File: src/rtl/branch_update_queue.sv
// ---------------------------------------------------------------------------
// branch_update_queue
//
// Tracks in-flight branch predictions in a circular buffer and turns each
// in-order resolution into a registered predictor-update packet.
// A mispredicted resolution also discards every younger wrong-path entry,
// drives a repaired global history, and holds off new predictions for one
// recovery cycle.
//
// Ports
//   clock, reset          : rising-edge clock, asynchronous active-high reset
//   pred_valid/pred_*     : new prediction to enqueue (PC, GHR snapshot,
//                           gselect, local and final tournament predictions)
//   pred_ready            : an entry can be accepted this cycle
//   resolve_valid/_taken  : outcome of the oldest in-flight branch
//   upd_valid/upd_*       : one-cycle update packet for the retired branch
//   mispredict            : final prediction was wrong (pulses with upd_valid)
//   repair_ghr            : corrected global history, valid with mispredict
//   count                 : current occupancy
//   resolve_error         : sticky, resolution seen with nothing to retire
// ---------------------------------------------------------------------------
module branch_update_queue #(
  parameter int DEPTH     = 8,
  parameter int PC_WIDTH  = 32,
  parameter int GHR_WIDTH = 12
) (
  input  logic                   clock,
  input  logic                   reset,
  input  logic                   pred_valid,
  input  logic [PC_WIDTH-1:0]    pred_pc,
  input  logic [GHR_WIDTH-1:0]   pred_ghr,
  input  logic                   pred_global,
  input  logic                   pred_local,
  input  logic                   pred_taken,
  output logic                   pred_ready,
  input  logic                   resolve_valid,
  input  logic                   resolve_taken,
  output logic                   upd_valid,
  output logic [PC_WIDTH-1:0]    upd_pc,
  output logic [GHR_WIDTH-1:0]   upd_ghr,
  output logic                   upd_taken,
  output logic                   upd_choice_en,
  output logic                   upd_choice_global,
  output logic                   mispredict,
  output logic [GHR_WIDTH-1:0]   repair_ghr,
  output logic [$clog2(DEPTH):0] count,
  output logic                   resolve_error
);

  localparam int PTR_W = $clog2(DEPTH);
  localparam int CNT_W = PTR_W + 1;

  typedef enum logic {
    RUN     = 1'b0,
    RECOVER = 1'b1
  } state_t;

  // Entry storage: data only, never reset (occupancy lives in count_q).
  logic [PC_WIDTH-1:0]  pc_mem  [DEPTH];
  logic [GHR_WIDTH-1:0] ghr_mem [DEPTH];
  logic                 glb_mem [DEPTH];
  logic                 loc_mem [DEPTH];
  logic                 tak_mem [DEPTH];

  // Control state
  state_t           state_q, state_d;
  logic [PTR_W-1:0] head_q, head_d;
  logic [PTR_W-1:0] tail_q, tail_d;
  logic [CNT_W-1:0] count_q, count_d;
  logic             err_q, err_d;
  // Held low through reset and the first edge after it so pred_ready
  // only rises once the block is out of reset.
  logic             alive_q;

  // Update packet registers
  logic                 upd_valid_q, upd_valid_d;
  logic                 mis_q, mis_d;
  logic [PC_WIDTH-1:0]  upd_pc_q, upd_pc_d;
  logic [GHR_WIDTH-1:0] upd_ghr_q, upd_ghr_d;
  logic                 upd_taken_q, upd_taken_d;
  logic                 cen_q, cen_d;
  logic                 cglb_q, cglb_d;

  logic full, empty, do_push, do_pop, do_mis;

  assign full       = (count_q == CNT_W'(DEPTH));
  assign empty      = (count_q == '0);
  assign pred_ready = alive_q && (state_q == RUN) && !full;
  assign do_push    = pred_valid && pred_ready;
  // Resolutions are only honoured in RUN; in RECOVER they count as errors.
  assign do_pop     = resolve_valid && !empty && (state_q == RUN);
  assign do_mis     = do_pop && (tak_mem[head_q] != resolve_taken);

  always_comb begin
    state_d     = state_q;
    head_d      = head_q;
    tail_d      = tail_q;
    count_d     = count_q;
    err_d       = err_q;
    upd_valid_d = do_pop;
    mis_d       = do_mis;
    upd_pc_d    = upd_pc_q;
    upd_ghr_d   = upd_ghr_q;
    upd_taken_d = upd_taken_q;
    cen_d       = cen_q;
    cglb_d      = cglb_q;

    if (resolve_valid && !do_pop) begin
      err_d = 1'b1;
    end

    if (do_pop) begin
      upd_pc_d    = pc_mem[head_q];
      upd_ghr_d   = ghr_mem[head_q];
      upd_taken_d = resolve_taken;
      cen_d       = (glb_mem[head_q] != loc_mem[head_q]);
      cglb_d      = (glb_mem[head_q] == resolve_taken);
    end

    if (do_mis) begin
      // Flush everything younger than the retiring entry; any push in this
      // cycle is wrong-path and is dropped as well.
      head_d  = head_q + PTR_W'(1);
      tail_d  = head_q + PTR_W'(1);
      count_d = '0;
      state_d = RECOVER;
    end else begin
      head_d  = head_q + PTR_W'(do_pop);
      tail_d  = tail_q + PTR_W'(do_push);
      count_d = count_q + CNT_W'(do_push) - CNT_W'(do_pop);
      if (state_q == RECOVER) begin
        state_d = RUN;
      end
    end
  end

  always_ff @(posedge clock or posedge reset) begin
    if (reset) begin
      state_q     <= RUN;
      head_q      <= '0;
      tail_q      <= '0;
      count_q     <= '0;
      err_q       <= 1'b0;
      alive_q     <= 1'b0;
      upd_valid_q <= 1'b0;
      mis_q       <= 1'b0;
      upd_pc_q    <= '0;
      upd_ghr_q   <= '0;
      upd_taken_q <= 1'b0;
      cen_q       <= 1'b0;
      cglb_q      <= 1'b0;
    end else begin
      state_q     <= state_d;
      head_q      <= head_d;
      tail_q      <= tail_d;
      count_q     <= count_d;
      err_q       <= err_d;
      alive_q     <= 1'b1;
      upd_valid_q <= upd_valid_d;
      mis_q       <= mis_d;
      upd_pc_q    <= upd_pc_d;
      upd_ghr_q   <= upd_ghr_d;
      upd_taken_q <= upd_taken_d;
      cen_q       <= cen_d;
      cglb_q      <= cglb_d;
    end
  end

  always_ff @(posedge clock) begin
    if (do_push && !do_mis) begin
      pc_mem[tail_q]  <= pred_pc;
      ghr_mem[tail_q] <= pred_ghr;
      glb_mem[tail_q] <= pred_global;
      loc_mem[tail_q] <= pred_local;
      tak_mem[tail_q] <= pred_taken;
    end
  end

  assign upd_valid         = upd_valid_q;
  assign upd_pc            = upd_pc_q;
  assign upd_ghr           = upd_ghr_q;
  assign upd_taken         = upd_taken_q;
  assign upd_choice_en     = cen_q;
  assign upd_choice_global = cglb_q;
  assign mispredict        = mis_q;
  assign repair_ghr        = {upd_ghr_q[GHR_WIDTH-2:0], upd_taken_q};
  assign count             = count_q;
  assign resolve_error     = err_q;

endmodule

File: config.mk
export PLATFORM = sky130hd
export DESIGN_NAME = branch_update_queue
export DESIGN_NICKNAME = d
export VERILOG_FILES = /design/src/rtl/branch_update_queue.sv
export SDC_FILE = /design/constraint.sdc
export NUM_CORES = 1
export LEC_CHECK = 0
export CAP_MARGIN = 30
export CORE_MARGIN = 2
export CORE_UTILIZATION = 58
export CTS_CLUSTER_SIZE = 20
export DETAILED_ROUTE_END_ITERATION = 8
export GPL_ROUTABILITY_DRIVEN = 0
export PLACE_DENSITY_LB_ADDON = 0.1
export SYNTH_ARGS = -nofsm -noshare
export SYNTH_HDL_FRONTEND = slang
export SYNTH_SLANG_ARGS = --single-unit
File: constraint.sdc
create_clock -name clock -period 5.41 [get_ports clock]
set_input_delay 1.3525 -clock clock [delete_from_list [all_inputs] [get_ports clock]]
set_output_delay 1.3525 -clock clock [all_outputs]
set_load 0.02 [all_outputs]
==> flow_summary.yaml <==
pwr:
  p_leak_nw: 6.56
  seqPwrFrac_pct: 42.4
  power_density_nw_per_um2: 525
  ir_drop_v: 0.000283
  p_int_mw: 7.20
  power.switching_mw: 3.08
  swShare_pct: 30.0
  combPwrFrac_pct: 31.4
  power.share.clock_pct: 26.2
  power_mw: 10.3
yosys:
  synth_top_area_share_pct: 68.0
  synthTopCellsByArea: "edfxtp_1 68%, mux4_2 13%, dfrtp_1 9.2%, mux2i_1 3.1%, a21oi_1 1.4%"
  netlist_instances: 789
  syn_nets: 853
  synthFlopType: "edfxtp_1"
  yosysMostFrequentCell: "edfxtp_1"
  synth-edff-count: 376
  avgSynthCellArea_um2: 21.0
  ys_seq_elements: 437
  synth_top_area_cell: "edfxtp_1"
  yosys_warnings: 0
  seq_area_frac_synth_pct: 77.2
  ys_async_sr_fraction_pct: 14.0
  syn_area_um2: 16600
  ys_types: 31
  synth_common_cells: "376 x edfxtp_1, 93 x mux4_2, 61 x dfrtp_1, 56 x nor2_1, 51 x mux2i_1"
critical_path:
  crit_type: "in -> reg"
  critPathMaxStageDelay_ns: 0.65
  crit_start: "resolve_valid"
  crit_fanout: 32
  endpoint_kind: "flip-flop"
  cp-start-kind: "input port"
  reg2regPathDepth: 6
  critical_path_required_ns: 5.83
  crit_top_cell: "ha_1"
  reg2reg_from: "head_q[0]"
  cp.arrival_ns: 3.78
  crit_slowest_cell: "nor2_4"
  critical_path.cell_chain: "clkdlybuf4s50_1, nand2b_1, nor2_4, ha_1, inv_1, ha_1, fa_1, and2_1"
placed_design:
  dp_slack_ns: 1.50
  dp_hpwl_um: 17200
  place_area_um2: 18300
  io_buffers: 118
  dp.cells: 1253
sta:
  period_needed_ns: 3.36
  finalHoldViolCount: 0
  finalSetupTns_ns: 0
  final_max_slew_viol_count: 0
  max-slew-margin-rel_pct: 32.1
  setup_violations: 0
  tightestPinTransition_ns: 1.02
  fin_skew_ns: 0.0114
  rsz0062_at_grt: "no"
  finalCritPeriodShare_pct: 62.2
  fmax_ghz: 0.297
  fin_ws_ns: 2.05
  holdWs_ns: 0.470
cts:
  cts_tree: "done"
  numCtsBuffers: 44
  cts.repair.resized: 0
  h-tree-depth: 2
  cts-root-buf: "clkbuf_16"
  clockBufferDepth: 3
  cts.sinks: 437
  cts.hold.buffers_added: 0
  postCtsSetupRepairBufs: 0
  clkTransAtPathRegs_ns: 0.06
  clkLatencyLatePin_ns: 0.53
floorplan:
  rows: 61
  io_pins: 119
  initial_utilization_pct: 59.3
  core_area_um2: 28000
  die_h_um: 173
  dieArea_um2: 30000
  fp.dieW_um: 173
run_status:
  outcome: "complete, no violations"
hold_path:
  hp-start: "resolve_error"
  whs_path_depth: 1
  hp-class: "reg -> reg"
final_layout:
  drive_gt1_share_pct: 19.2
  area_growth_pct: 17.9
  fin_cells: 1332
  finish.utilization_pct: 69.9
  n_antenna_cell: 0
  fin_area_um2: 19600
  nNetsFinal: 986
grt:
  antenna_found_initial: 0
  grt_usage_pct: 21.3
  grt_pass1_wl_um: 48300
  grt_pass1_vias: 8399
  overflow: 0
  grt_max_degree: 69
drt:
  vias: 7806
  dr.pass1.iters: 5
  post-route-drc-count: 0
  ant_nets: 0
  via_per_inst: 5.86
  first_iter_violations: 672
  wirelength_um: 31100
  routedWlPerCell_um: 23.3
job:
  drv_cap: 0
-- worst paths after layout --
kind	end	slack, ns
setup / recovery	count[1]	2.05
hold / removal	resolve_error	0.47
setup reg to reg	upd_pc[2]	2.17
hold reg to reg	resolve_error	0.47
max in group asynchronous	upd_pc[7]	3.31
min in group asynchronous	upd_ghr[3]	1.19
-- layout make-up --
class	count	area, µm²
clock buffer	59	1190
clock inverter	19	81.3
tap	378	473
inverter	8	31.3
multi-input combinational	294	3550
sequential	437	12800
fill	1772	8440
timing repair buffer	137	1420
-- cells by family (layout without fill, tap and decap cells) --
logic type,count (synthesis),count (layout),share of synthesized area [%]
adders and majority gates,12,12,0.950
xor gates and xnor gates,7,7,0.369
muxes,148,148,16.0
DFF,437,437,77.2
buffers and inverters,58,223,1.78
other,1,1,0.0226
AOI/OAI and AO/OA,52,52,1.58
and+or+nand+nor,74,74,2.10
-- power groups by stage --
stage	clock network, mW	logic, mW	registers [mW]
floorplan	0	2.02	4.56
global placement	0	3.18	4.40
detailed placement	0	3.25	4.43
CTS	2.74	3.27	4.36
global route	2.88	3.48	4.41
finish	2.69	3.23	4.36
-- sequential cells by signal (all words and copies together) (netlist names), 3 cells and up --
signal and count:
tak_mem 8, pc_mem 256, glb_mem 8, count 4
upd_pc 32, loc_mem 8, tail_q 3, head_q 3
ghr_mem 96, upd_ghr 12
-- cells in the final DEF (no fill, tap or decap), types with 11 or more instances in the layout --
master           count
a21oi_1             48
buf_4               12
clkbuf_1            13
clkbuf_16           45
clkdlybuf4s50_1    118
clkinv_1            13
dfrtp_1             58
edfxtp_1           376
ha_1                11
mux2i_1             51
mux4_2              93
nor2_1              49
-- layer usage --
layer / track usage (%) / vias up / wire length, µm
met5: 0 / - / 0
met4: 6.00 / 0 / 598
met3: 3.65 / 48 / 1610
met2: 34.7 / 227 / 15300
met1: 30.5 / 4121 / 13600
li1: - / 3410 / -
-- worst max-delay path: cells and delay by family --
kind,cells,cell delay (ns)
adders and majority gates,3,0.96
buffers and inverters,2,0.53
and+or+nand+nor,3,0.93
(Power assumes the default switching activity.)
